[config.mk]
export PLATFORM = sky130hd
export DESIGN_NAME = hex_scroll_ctrl
export DESIGN_NICKNAME = d
export VERILOG_FILES = /design/src/rtl/hex_scroll_pkg.sv /design/src/rtl/hex_scroll_ctrl_dec.sv /design/src/rtl/hex_scroll_ctrl.sv
export SDC_FILE = /design/constraint.sdc
export NUM_CORES = 1
export LEC_CHECK = 0
export ABC_CLOCK_PERIOD_IN_PS = 4500
export BUFFER_PORTS_ARGS = -buffer_cell sky130_fd_sc_hd__buf_2
export CORE_AREA = 10 10 75 141
export CTS_CLUSTER_DIAMETER = 150
export DETAILED_ROUTE_END_ITERATION = 8
export DIE_AREA = 0 0 85 151
export PLACE_DENSITY = 0.76
export SLEW_MARGIN = 20
export SYNTH_ARGS = -nofsm -noshare
export SYNTH_HDL_FRONTEND = slang
export SYNTH_SLANG_ARGS = --single-unit
[constraint.sdc]
create_clock -name CLOCK_50 -period 4.5 [get_ports CLOCK_50]
set_clock_uncertainty 0.2 [all_clocks]
set_input_delay 0.225 -clock CLOCK_50 [delete_from_list [all_inputs] [get_ports CLOCK_50]]
set_output_delay 0.225 -clock CLOCK_50 [all_outputs]
set_load 0.05 [all_outputs]
[src/rtl/hex_scroll_pkg.sv]
// Shared definitions for the rotating HEX display: glyph codes, FSM states
// and the four-entry message ROM.
package hex_scroll_pkg;

  // Number of seven-segment digits driven by the controller.
  localparam int unsigned NUM_DIGITS = 6;

  // Glyph codes held in the code register array.
  localparam logic [3:0] GLYPH_BLANK = 4'h0;
  localparam logic [3:0] GLYPH_ONE   = 4'h1;
  localparam logic [3:0] GLYPH_D     = 4'h2;
  localparam logic [3:0] GLYPH_E     = 4'h3;
  localparam logic [3:0] GLYPH_H     = 4'h4;
  localparam logic [3:0] GLYPH_L     = 4'h5;
  localparam logic [3:0] GLYPH_O     = 4'h6;
  localparam logic [3:0] GLYPH_C     = 4'h7;
  localparam logic [3:0] GLYPH_DASH  = 4'h8;

  // Active-low segment patterns, bit order {g,f,e,d,c,b,a}.
  localparam logic [6:0] SEG_OFF  = 7'h7F;
  localparam logic [6:0] SEG_ONE  = 7'h79;
  localparam logic [6:0] SEG_D    = 7'h21;
  localparam logic [6:0] SEG_E    = 7'h06;
  localparam logic [6:0] SEG_H    = 7'h09;
  localparam logic [6:0] SEG_L    = 7'h47;
  localparam logic [6:0] SEG_O    = 7'h40;
  localparam logic [6:0] SEG_C    = 7'h46;
  localparam logic [6:0] SEG_DASH = 7'h3F;

  // Sequencer states.
  typedef enum logic [1:0] {
    StLoad   = 2'd0,
    StRun    = 2'd1,
    StPaused = 2'd2
  } state_e;

  // Message ROM; pos 0 is the rightmost digit (HEX0), pos 5 the leftmost.
  function automatic logic [3:0] msg_rom(input logic [1:0] idx, input logic [2:0] pos);
    logic [23:0] w_msg;  // packed {c5,c4,c3,c2,c1,c0}
    logic [23:0] w_sh;
    unique case (idx)
      2'd0: w_msg = {GLYPH_BLANK, GLYPH_BLANK, GLYPH_BLANK, GLYPH_D, GLYPH_E, GLYPH_ONE};
      2'd1: w_msg = {GLYPH_H, GLYPH_E, GLYPH_L, GLYPH_L, GLYPH_O, GLYPH_BLANK};
      2'd2: w_msg = {GLYPH_C, GLYPH_O, GLYPH_D, GLYPH_E, GLYPH_BLANK, GLYPH_BLANK};
      default: w_msg = {GLYPH_D, GLYPH_E, GLYPH_D, GLYPH_E, GLYPH_D, GLYPH_E};
    endcase
    w_sh = w_msg >> {pos, 2'b00};
    if (pos > 3'd5) begin
      return GLYPH_BLANK;
    end
    return w_sh[3:0];
  endfunction

endpackage

[src/rtl/hex_scroll_ctrl_dec.sv]
// Glyph code to active-low seven-segment decoder.
module hex_glyph_dec
  import hex_scroll_pkg::*;
(
  input  logic [3:0] i_code,
  output logic [6:0] o_seg
);

  // Pure lookup; any code outside the glyph set blanks the digit.
  always_comb begin
    o_seg = SEG_OFF;
    case (i_code)
      GLYPH_BLANK: o_seg = SEG_OFF;
      GLYPH_ONE:   o_seg = SEG_ONE;
      GLYPH_D:     o_seg = SEG_D;
      GLYPH_E:     o_seg = SEG_E;
      GLYPH_H:     o_seg = SEG_H;
      GLYPH_L:     o_seg = SEG_L;
      GLYPH_O:     o_seg = SEG_O;
      GLYPH_C:     o_seg = SEG_C;
      GLYPH_DASH:  o_seg = SEG_DASH;
      default:     o_seg = SEG_OFF;
    endcase
  end

endmodule

[src/rtl/hex_scroll_ctrl.sv]
// Six-digit rotating HEX display sequencer: input synchronizers, tick counter,
// load/run/pause FSM and the rotating glyph code registers.
module hex_scroll_ctrl
  import hex_scroll_pkg::*;
#(
  parameter int unsigned BASE_TICKS = 12_500_000,
  parameter int unsigned CNT_W      = 27
) (
  input  logic       CLOCK_50,
  input  logic [1:0] KEY,
  input  logic [4:0] SW,
  output logic [6:0] HEX5,
  output logic [6:0] HEX4,
  output logic [6:0] HEX3,
  output logic [6:0] HEX2,
  output logic [6:0] HEX1,
  output logic [6:0] HEX0,
  output logic [9:0] LEDR
);

  logic             w_rst_n;
  logic [4:0]       r_sw_s1;
  logic [4:0]       r_sw_s2;
  logic             r_key_s1;
  logic             r_key_s2;
  logic             r_key_s3;
  logic [1:0]       r_spd_prev;
  logic [CNT_W-1:0] r_cnt;
  logic [CNT_W-1:0] w_cnt_last;
  logic [1:0]       r_msg_idx;
  logic [3:0]       r_codes [NUM_DIGITS];
  state_e           r_state;
  state_e           w_state_nxt;

  logic w_press;
  logic w_spd_chg;
  logic w_msg_chg;
  logic w_tick;
  logic w_load;
  logic w_run;
  logic w_paused;

  // KEY[0] is a direct synchronous reset; it is deliberately not synchronized.
  assign w_rst_n = KEY[0];

  // Two-flop synchronizers for the switches and the pause key, plus one extra
  // key stage for falling-edge detection.
  always_ff @(posedge CLOCK_50) begin
    if (!w_rst_n) begin
      r_sw_s1    <= '0;
      r_sw_s2    <= '0;
      r_key_s1   <= 1'b1;
      r_key_s2   <= 1'b1;
      r_key_s3   <= 1'b1;
      r_spd_prev <= '0;
    end else begin
      r_sw_s1    <= SW;
      r_sw_s2    <= r_sw_s1;
      r_key_s1   <= KEY[1];
      r_key_s2   <= r_key_s1;
      r_key_s3   <= r_key_s2;
      r_spd_prev <= r_sw_s2[1:0];
    end
  end

  assign w_press   = r_key_s3 & ~r_key_s2;
  assign w_spd_chg = (r_sw_s2[1:0] != r_spd_prev);
  assign w_msg_chg = (r_sw_s2[4:3] != r_msg_idx);

  // Terminal count for the currently selected speed.
  always_comb begin
    w_cnt_last = '0;
    unique case (r_sw_s2[1:0])
      2'b00: w_cnt_last = CNT_W'(4 * BASE_TICKS - 1);
      2'b01: w_cnt_last = CNT_W'(2 * BASE_TICKS - 1);
      2'b10: w_cnt_last = CNT_W'(BASE_TICKS - 1);
      default: w_cnt_last = CNT_W'(8 * BASE_TICKS - 1);
    endcase
  end

  // A tick only rotates when no higher-priority event claims the cycle.
  assign w_tick = w_run & ~w_msg_chg & ~w_press & ~w_spd_chg & (r_cnt == w_cnt_last);

  // FSM state register.
  always_ff @(posedge CLOCK_50) begin
    if (!w_rst_n) begin
      r_state <= StLoad;
    end else begin
      r_state <= w_state_nxt;
    end
  end

  // FSM next state: message change beats a press.
  always_comb begin
    w_state_nxt = r_state;
    unique case (r_state)
      StLoad: w_state_nxt = StRun;
      StRun: begin
        if (w_msg_chg) begin
          w_state_nxt = StLoad;
        end else if (w_press) begin
          w_state_nxt = StPaused;
        end
      end
      StPaused: begin
        if (w_msg_chg) begin
          w_state_nxt = StLoad;
        end else if (w_press) begin
          w_state_nxt = StRun;
        end
      end
      default: w_state_nxt = StLoad;
    endcase
  end

  // FSM state decode.
  always_comb begin
    w_load   = (r_state == StLoad);
    w_run    = (r_state == StRun);
    w_paused = (r_state == StPaused);
  end

  // Tick counter: held while paused or on a press, cleared on speed change.
  always_ff @(posedge CLOCK_50) begin
    if (!w_rst_n) begin
      r_cnt <= '0;
    end else if (w_load) begin
      r_cnt <= '0;
    end else if (w_msg_chg) begin
      r_cnt <= r_cnt;
    end else if (w_spd_chg) begin
      r_cnt <= '0;
    end else if (w_run && !w_press) begin
      r_cnt <= w_tick ? '0 : r_cnt + 1'b1;
    end
  end

  // Loaded message index, shown on LEDR[9:8].
  always_ff @(posedge CLOCK_50) begin
    if (!w_rst_n) begin
      r_msg_idx <= '0;
    end else if (w_load) begin
      r_msg_idx <= r_sw_s2[4:3];
    end
  end

  // Glyph code array: loaded from ROM, rotated as a pure permutation on tick.
  always_ff @(posedge CLOCK_50) begin
    if (!w_rst_n) begin
      for (int i = 0; i < NUM_DIGITS; i++) begin
        r_codes[i] <= GLYPH_BLANK;
      end
    end else if (w_load) begin
      for (int i = 0; i < NUM_DIGITS; i++) begin
        r_codes[i] <= msg_rom(r_sw_s2[4:3], 3'(i));
      end
    end else if (w_tick) begin
      for (int i = 0; i < NUM_DIGITS; i++) begin
        if (!r_sw_s2[2]) begin
          r_codes[i] <= r_codes[(i + NUM_DIGITS - 1) % NUM_DIGITS];
        end else begin
          r_codes[i] <= r_codes[(i + 1) % NUM_DIGITS];
        end
      end
    end
  end

  // Status LEDs.
  always_comb begin
    LEDR      = '0;
    LEDR[0]   = w_paused;
    LEDR[1]   = r_sw_s2[2];
    LEDR[9:8] = r_msg_idx;
  end

  hex_glyph_dec u_dec5 (.i_code(r_codes[5]), .o_seg(HEX5));
  hex_glyph_dec u_dec4 (.i_code(r_codes[4]), .o_seg(HEX4));
  hex_glyph_dec u_dec3 (.i_code(r_codes[3]), .o_seg(HEX3));
  hex_glyph_dec u_dec2 (.i_code(r_codes[2]), .o_seg(HEX2));
  hex_glyph_dec u_dec1 (.i_code(r_codes[1]), .o_seg(HEX1));
  hex_glyph_dec u_dec0 (.i_code(r_codes[0]), .o_seg(HEX0));

endmodule
==> results of run 1 <==
==> sequential cells by signal (all words and copies together) (netlist names) <==
name,count
r_cnt,27
r_codes,24
r_key_s1,1
r_key_s2,1
r_key_s3,1
r_msg_idx,2
r_spd_prev,2
r_state,2
r_sw_s1,5
r_sw_s2,5
==> per-stage QoR <==
step | total power, mW | util
CTS | 1.993 | 0.6167
global placement | 1.191 | 0.5671
finish | 1.980 | 0.6167
detailed placement | 1.203 | 0.5671
global route | 2.053 | 0.6167
floorplan | 1.112 | -
==> cell usage after synthesis (14+ instances only) <==
cell | n | share of area
nand3_1 | 17 | 0.019
mux2i_1 | 21 | 0.047
clkbuf_1 | 18 | 0.015
buf_4 | 14 | 0.023
o21ai_0 | 31 | 0.034
edfxtp_1 | 24 | 0.16
nand2_1 | 56 | 0.047
dfxtp_1 | 46 | 0.20
ha_1 | 30 | 0.083
a21o_1 | 20 | 0.033
a21oi_1 | 17 | 0.019
nor2_1 | 44 | 0.037
inv_1 | 24 | 0.020
==> worst min path at each step <==
stage | startpoint | end | slack, ns | cells past startpoint
after global routing | KEY[0] | r_key_s1$_SDFF_PN1_ | 0.08 | 2
after detailed placement | r_key_s1$_SDFF_PN1_ | r_key_s2$_SDFF_PN1_ | 0.21 | 1
after global placement | r_key_s1$_SDFF_PN1_ | r_key_s2$_SDFF_PN1_ | 0.19 | 1
after CTS | KEY[0] | r_key_s2$_SDFF_PN1_ | 0.06 | 2
after floorplan | KEY[1] | r_key_s1$_SDFF_PN1_ | 0.13 | 1
final | KEY[0] | r_key_s1$_SDFF_PN1_ | 0.07 | 2
==> cell families (layout without fill, tap and decap cells) <==
kind of cell	count (synthesis)	after routing	synth area share
AND/OR/NAND/NOR	204	204	0.2358
multiplexers	25	25	0.05671
buffers and inverters	66	104	0.07311
adder cells (fa/ha/maj)	30	30	0.08340
XOR/XNOR	7	7	0.01362
other	1	6	0.0008332
flip-flops	70	70	0.3647
AO/OA/AOI/OAI	119	119	0.1718
==> per-layer routing <==
metal	global-route usage	up-vias
met3	0.03712	30
met1	0.1569	1876
met2	0.3550	91
met4	0.1060	0
li1	-	1894
met5	0	-
==> cell type report <==
| type | count | area, sq um | area share |
|---|---|---|---|
| Clock buffer | 14 | 339.1 | 0.06631 |
| Clock inverter | 2 | 12.51 | 0.002447 |
| Tap cell | 98 | 122.6 | 0.02398 |
| Multi-Input combinational cell | 391 | 2549 | 0.4984 |
| Sequential cell | 70 | 1642 | 0.3210 |
| Inverter | 25 | 93.84 | 0.01835 |
| Timing Repair Buffer | 63 | 355.3 | 0.06949 |
==> power groups by stage <==
stage | Combinational (mW) | Sequential [mW] | Clock (mW)
finish | 0.469 | 0.724 | 0.786
global route | 0.504 | 0.727 | 0.821
CTS | 0.472 | 0.723 | 0.797
detailed placement | 0.466 | 0.736 | 0
global placement | 0.456 | 0.735 | 0
floorplan | 0.396 | 0.716 | 0
==> results_dict.tcl, run 1 <==
set metrics [dict create \
    min_path_type "in2reg" \
    synth_edf_count 24 \
    final_area_sq_um 5114 \
    num_vias 3891 \
    ys_types 55 \
    grt-ovfl-total 0 \
    finalCritPeriodShare 0.6994 \
    ctsResizeCount 0 \
    h-tree-depth 3 \
    grt_pass1_vias 3976 \
    leakagePower_nw 2.021 \
    syn_to_final_growth_pct 13.62 \
    cp_data_required_time_ns 4.53 \
    critPathArrivalTime_ns 3.18 \
    drtAntennaViolNets 0 \
    numCtsBuffers 9 \
    tightest_slew_ns 0.9355 \
    fmax_mhz 317.7 \
    die_w_um 85 \
    p_switching_mw 0.6557 \
    layout.cells.most_common_list "nand2_1 (56), buf_2 (53), dfxtp_1 (46)" \
    outcome "complete, no violations" \
    p_per_area_nw_per_um2 387.2 \
    yosys_warnings 0 \
    cts.sink_count 70 \
    p_clk_frac 0.397 \
    netlist_area_sq_um 4501 \
    r2r_end "r_cnt[20]$_SDFFE_PP0P_" \
    fin_crit_ns 3.147 \
    start_util 0.5428 \
    power.share.switching 0.3312 \
    dieArea_sq_um 12840 \
    diodes 0 \
    drc 0 \
    r2r_cells 8 \
    final_net_count 598 \
    pwr-share-comb 0.237 \
    top_layer_used "met4" \
    viasPerCell 5.869 \
    layout-drive-gt1-share 0.1717 \
    yosysSeqAreaShare 0.3647 \
    netlist_instances 522 \
    fin_cells 663 \
    relSlewSlack 0.3762 \
    cp_slowest_cell "o21ai_2" \
    layout.cells.most_common "nand2_1" \
    max_cap_viol_count 0 \
    cts_tree "done" \
    finalSetupViolations 0 \
    place_inst 641 \
    drt_iter0_drc 267 \
    gp_congestion 0.8697 \
    post-place-ws_ns 1.329 \
    ctsLongestPathBuffers 2 \
    cts-root-buf "clkbuf_16" \
    antenna_found_initial 0 \
    grt_use_total 0.1794 \
    grt_setup_unrepaired "false" \
    avgRoutedWirePerCell_um 16.97 \
    crit_family "compound AO/OA/AOI/OAI gates" \
    ctsHoldBuffers 6 \
    crit_end "r_cnt[20]$_SDFFE_PP0P_" \
    path_cells "inv_1 > ha_1 > or3b_2 > a22oi_2 > nand4_1 > o21ai_2 > and2b_1 > o21a_1" \
    internal_power_mw 1.324 \
    grt_max_degree 35 \
    hold_ws_ns 0.07039 \
    synth_ff_type "dfxtp_1" \
    finalHoldViolations 0 \
    boundaryPins 60 \
    wl_met1_um 3748 \
    crit_path_end_kind "register" \
    drt-total-wl_um 11250 \
    wl_met2_um 6569 \
    num_rows 47 \
    ir_worst_vdd_mv 0.2034 \
    placed_area_sq_um 4702 \
    die_y_um 151 \
    crit_type "reg2reg" \
    dr.pass1.iters 5 \
    routed-wl-met3_um 507 \
    slew_viol_final 0 \
    reg2reg_setup_slack_ns 1.35 \
    fill_cells 717 \
    setup_slack_ns 1.353 \
    ys_async_sr_fraction 0 \
    syn_avg_cell_area_sq_um 8.622 \
    rr_startpoint "r_sw_s2[0]$_SDFF_PN0_" \
    synth-seq-cells 70 \
    p_seq_frac 0.366 \
    clkTransAtPathRegs_ns 0.06 \
    dpl.hpwl_um 8671 \
    portBuffers 53 \
    core_area_sq_um 8292 \
    post_cts_buffers 0 \
    cp-start-kind "register" \
    path_buf_inv 1 \
    setup_tns_ns 0 \
    grt_pass1_wl_um 18910 \
    max_stage_delay_ns 0.75 \
    path_max_fanout 25 \
    cp.depth 8 \
    worstSkewPairLatency_ns 0.33 \
    critPathLaunch "r_sw_s2[0]$_SDFF_PN0_" \
]
No activity file was read; power rests on OpenSTA's default activity.
==> run 2: changes to the inputs <==
--- a/config.mk
+++ b/config.mk
@@ -5,13 +5,14 @@
 export SDC_FILE = /design/constraint.sdc
 export NUM_CORES = 1
 export LEC_CHECK = 0
-export ABC_CLOCK_PERIOD_IN_PS = 4500
+export ABC_AREA = 1
+export ABC_CLOCK_PERIOD_IN_PS = 2600
 export BUFFER_PORTS_ARGS = -buffer_cell sky130_fd_sc_hd__buf_2
-export CORE_AREA = 10 10 75 141
+export CORE_AREA = 10 10 79 149
 export CTS_CLUSTER_DIAMETER = 150
 export DETAILED_ROUTE_END_ITERATION = 8
-export DIE_AREA = 0 0 85 151
-export PLACE_DENSITY = 0.76
+export DIE_AREA = 0 0 89 159
+export PLACE_DENSITY = 0.75
 export SLEW_MARGIN = 20
 export SYNTH_ARGS = -nofsm -noshare
 export SYNTH_HDL_FRONTEND = slang
==> constraint.sdc (replaced) <==
create_clock -name CLOCK_50 -period 2.6 [get_ports CLOCK_50]
set_clock_uncertainty 0.2 [all_clocks]
set_input_delay 0.13 -clock CLOCK_50 [delete_from_list [all_inputs] [get_ports CLOCK_50]]
set_output_delay 0.13 -clock CLOCK_50 [all_outputs]
set_load 0.05 [all_outputs]
==> run 2 against run 1 <==
  * Sequential share of layout area shrank 3.2 points
  * Register-to-register slack lost 1.2 ns
  * Sequential power grew 71%
  * First-iteration DRC count shrank 13%
  * Critical endpoint is now r_cnt[17]$_SDFFE_PP0P_
==> results_dict.tcl, run 2 <==
set metrics [dict create \
    critPathArrivalTime_ns 2.50 \
    yosys_warnings 0 \
    numCtsBuffers 9 \
    diodes 0 \
    grt_setup_unrepaired "false" \
    clkTransAtPathRegs_ns 0.06 \
    drt_iter0_drc 232 \
    p_per_area_nw_per_um2 607.7 \
    portBuffers 53 \
    cp_slowest_cell "nor2_4" \
    synth_edf_count 24 \
    crit_path_end_kind "register" \
    grt_use_total 0.2092 \
    cts.sink_count 70 \
    tightest_slew_ns 0.6445 \
    min_path_type "reg2reg" \
    layout.cells.most_common "nand2_1" \
    fin_util 0.6094 \
    finalSetupViolations 0 \
    grt_pass1_wl_um 23430 \
    synth_common_cells "nand2_1 (168), inv_1 (116), nor2_1 (59), dfxtp_1 (46)" \
    finalHoldViolations 0 \
    final_net_count 804 \
    avgRoutedWirePerCell_um 16.58 \
    path_cells "buf_4 > ha_1 > inv_1 > nand3_1 > nand2_1 > nand2_1 > inv_1 > nand3_1 > nor2_4 > nor2_4 > o31ai_1 > a21oi_1" \
    slew_viol_final 0 \
    layout.cells.most_common_list "nand2_1 (168), inv_1 (115), nor2_1 (59)" \
    path_max_fanout 27 \
    path_buf_inv 3 \
    crit_type "reg2reg" \
    place_inst 851 \
    syn_avg_cell_area_sq_um 6.892 \
    cp-start-kind "register" \
    leakagePower_nw 2.600 \
    max_stage_delay_ns 0.50 \
    setup_tns_ns 0 \
    die_y_um 159 \
    dpl.hpwl_um 11270 \
    antenna_found_initial 0 \
    crit_family "simple AND/OR/NAND/NOR gates" \
    synth_top_area_share 0.1893 \
    ir_worst_vdd_mv 0.3932 \
    final_area_sq_um 5680 \
    ys_types 41 \
    setup_slack_ns 0.1684 \
    largest_reg_flops 27 \
    fin_cells 875 \
    yosys-top-cells-area "dfxtp_1 (19%), edfxtp_1 (15%), nand2_1 (13%), inv_1 (8.9%), ha_1 (7.7%)" \
    max_cap_viol_count 0 \
    largestRegisters "r_cnt: 27 flops, r_codes: 24 flops" \
    hold_ws_ns 0.2132 \
    ctsLongestPathBuffers 2 \
    synth_top_cell_by_area "dfxtp_1" \
    synth.most_common_cell "nand2_1" \
    yosysSeqAreaShare 0.3374 \
    top_register "r_cnt" \
    grt_max_degree 30 \
    worstSkewPairLatency_ns 0.34 \
    drtAntennaViolNets 0 \
    fmax_mhz 411.2 \
    reg2reg_setup_slack_ns 0.17 \
    netlist_instances 706 \
    gp_congestion 0.9620 \
    netlist_area_sq_um 4866 \
    drc 0 \
    outcome "complete, no violations" \
    dr.pass1.iters 5 \
    cts_tree "done" \
    grt_pass1_vias 4984 \
    boundaryPins 60 \
    relSlewSlack 0.5693 \
    die_w_um 89 \
    num_rows 50 \
    layout-drive-gt1-share 0.1505 \
    finalCritPeriodShare 0.9352 \
    drt-total-wl_um 14510 \
    post-place-ws_ns -0.0009892 \
    h-tree-depth 3 \
    core_area_sq_um 9321 \
    grt-ovfl-total 0 \
    syn_to_final_growth_pct 16.74 \
    synth_ff_type "dfxtp_1" \
    placed_area_sq_um 5220 \
    cp_data_required_time_ns 2.67 \
    total_power_mw 3.452 \
    num_vias 4972 \
    viasPerCell 5.682 \
    fin_crit_ns 2.432 \
    synth-seq-cells 70 \
    start_util 0.5220 \
    cts-root-buf "clkbuf_16" \
    ys_async_sr_fraction 0 \
    dieArea_sq_um 14150 \
]
-- run 2: report_power, final --
group | internal [mW] | switching (mW) | total (mW)
clock network | 0.922 | 0.471 | 1.39
logic | 0.188 | 0.631 | 0.819
registers | 1.18 | 0.0583 | 1.24
-- run 2: path summary, 6_finish.rpt --
path                            cells after the start             startpoint                endpoint
worst min register to register                      2  r_sw_s1[1]$_SDFF_PN0_   r_sw_s2[1]$_SDFF_PN0_
worst max-delay path                               12  r_sw_s2[0]$_SDFF_PN0_  r_cnt[17]$_SDFFE_PP0P_
worst min-delay path                                2  r_sw_s1[1]$_SDFF_PN0_   r_sw_s2[1]$_SDFF_PN0_
worst max register to register                     12  r_sw_s2[0]$_SDFF_PN0_  r_cnt[17]$_SDFFE_PP0P_
-- run 2: worst min-delay path: stages (launching register included) --
cell and delay [ns]:
dfxtp_1 0.29, nand2_1 0.05, inv_1 0.03
-- run 2: cell type report --
class / instances / area (sq um)
clock buffers: 11 / 264.0
clock inverters: 5 / 78.83
fillers: 888 / 3641
inverters: 116 / 435.4
multi-input cells: 486 / 2590
flip-flops and latches: 70 / 1644
well taps: 104 / 130.1
repair buffers: 83 / 538.0
-- run 2: logic make-up (layout without fill, tap and decap cells) --
group,after synthesis,in the layout,share of synthesized area
AND/OR/NAND/NOR,338,338,0.3147
buffers and inverters,155,215,0.1383
AO/OA/AOI/OAI,106,106,0.1206
flip-flops,70,70,0.3374
adder cells (fa/ha/maj),30,30,0.07714
XOR/XNOR,5,5,0.009001
other,1,6,0.0007707
multiplexers,1,1,0.002057
-- run 2: repair_timing --
| item | 4_1_cts | 5_1_grt |
|---|---|---|
| endpoints found under the setup margin | 1 | 37 |
| hold buffers | 8 | 0 |
| endpoints found under the hold margin | 10 | 0 |
| buffers inserted | 0 | 0 |
| pin swaps | 0 | 1 |
| resized for setup | 1 | 13 |
-- run 2: metal layers --
metal,part of all wire,up-vias,GRT usage
li1,-,2393,-
met1,0.32,2308,0.1783
met2,0.55,189,0.3807
met3,0.046,82,0.04043
met4,0.089,0,0.1863
met5,0,-,0
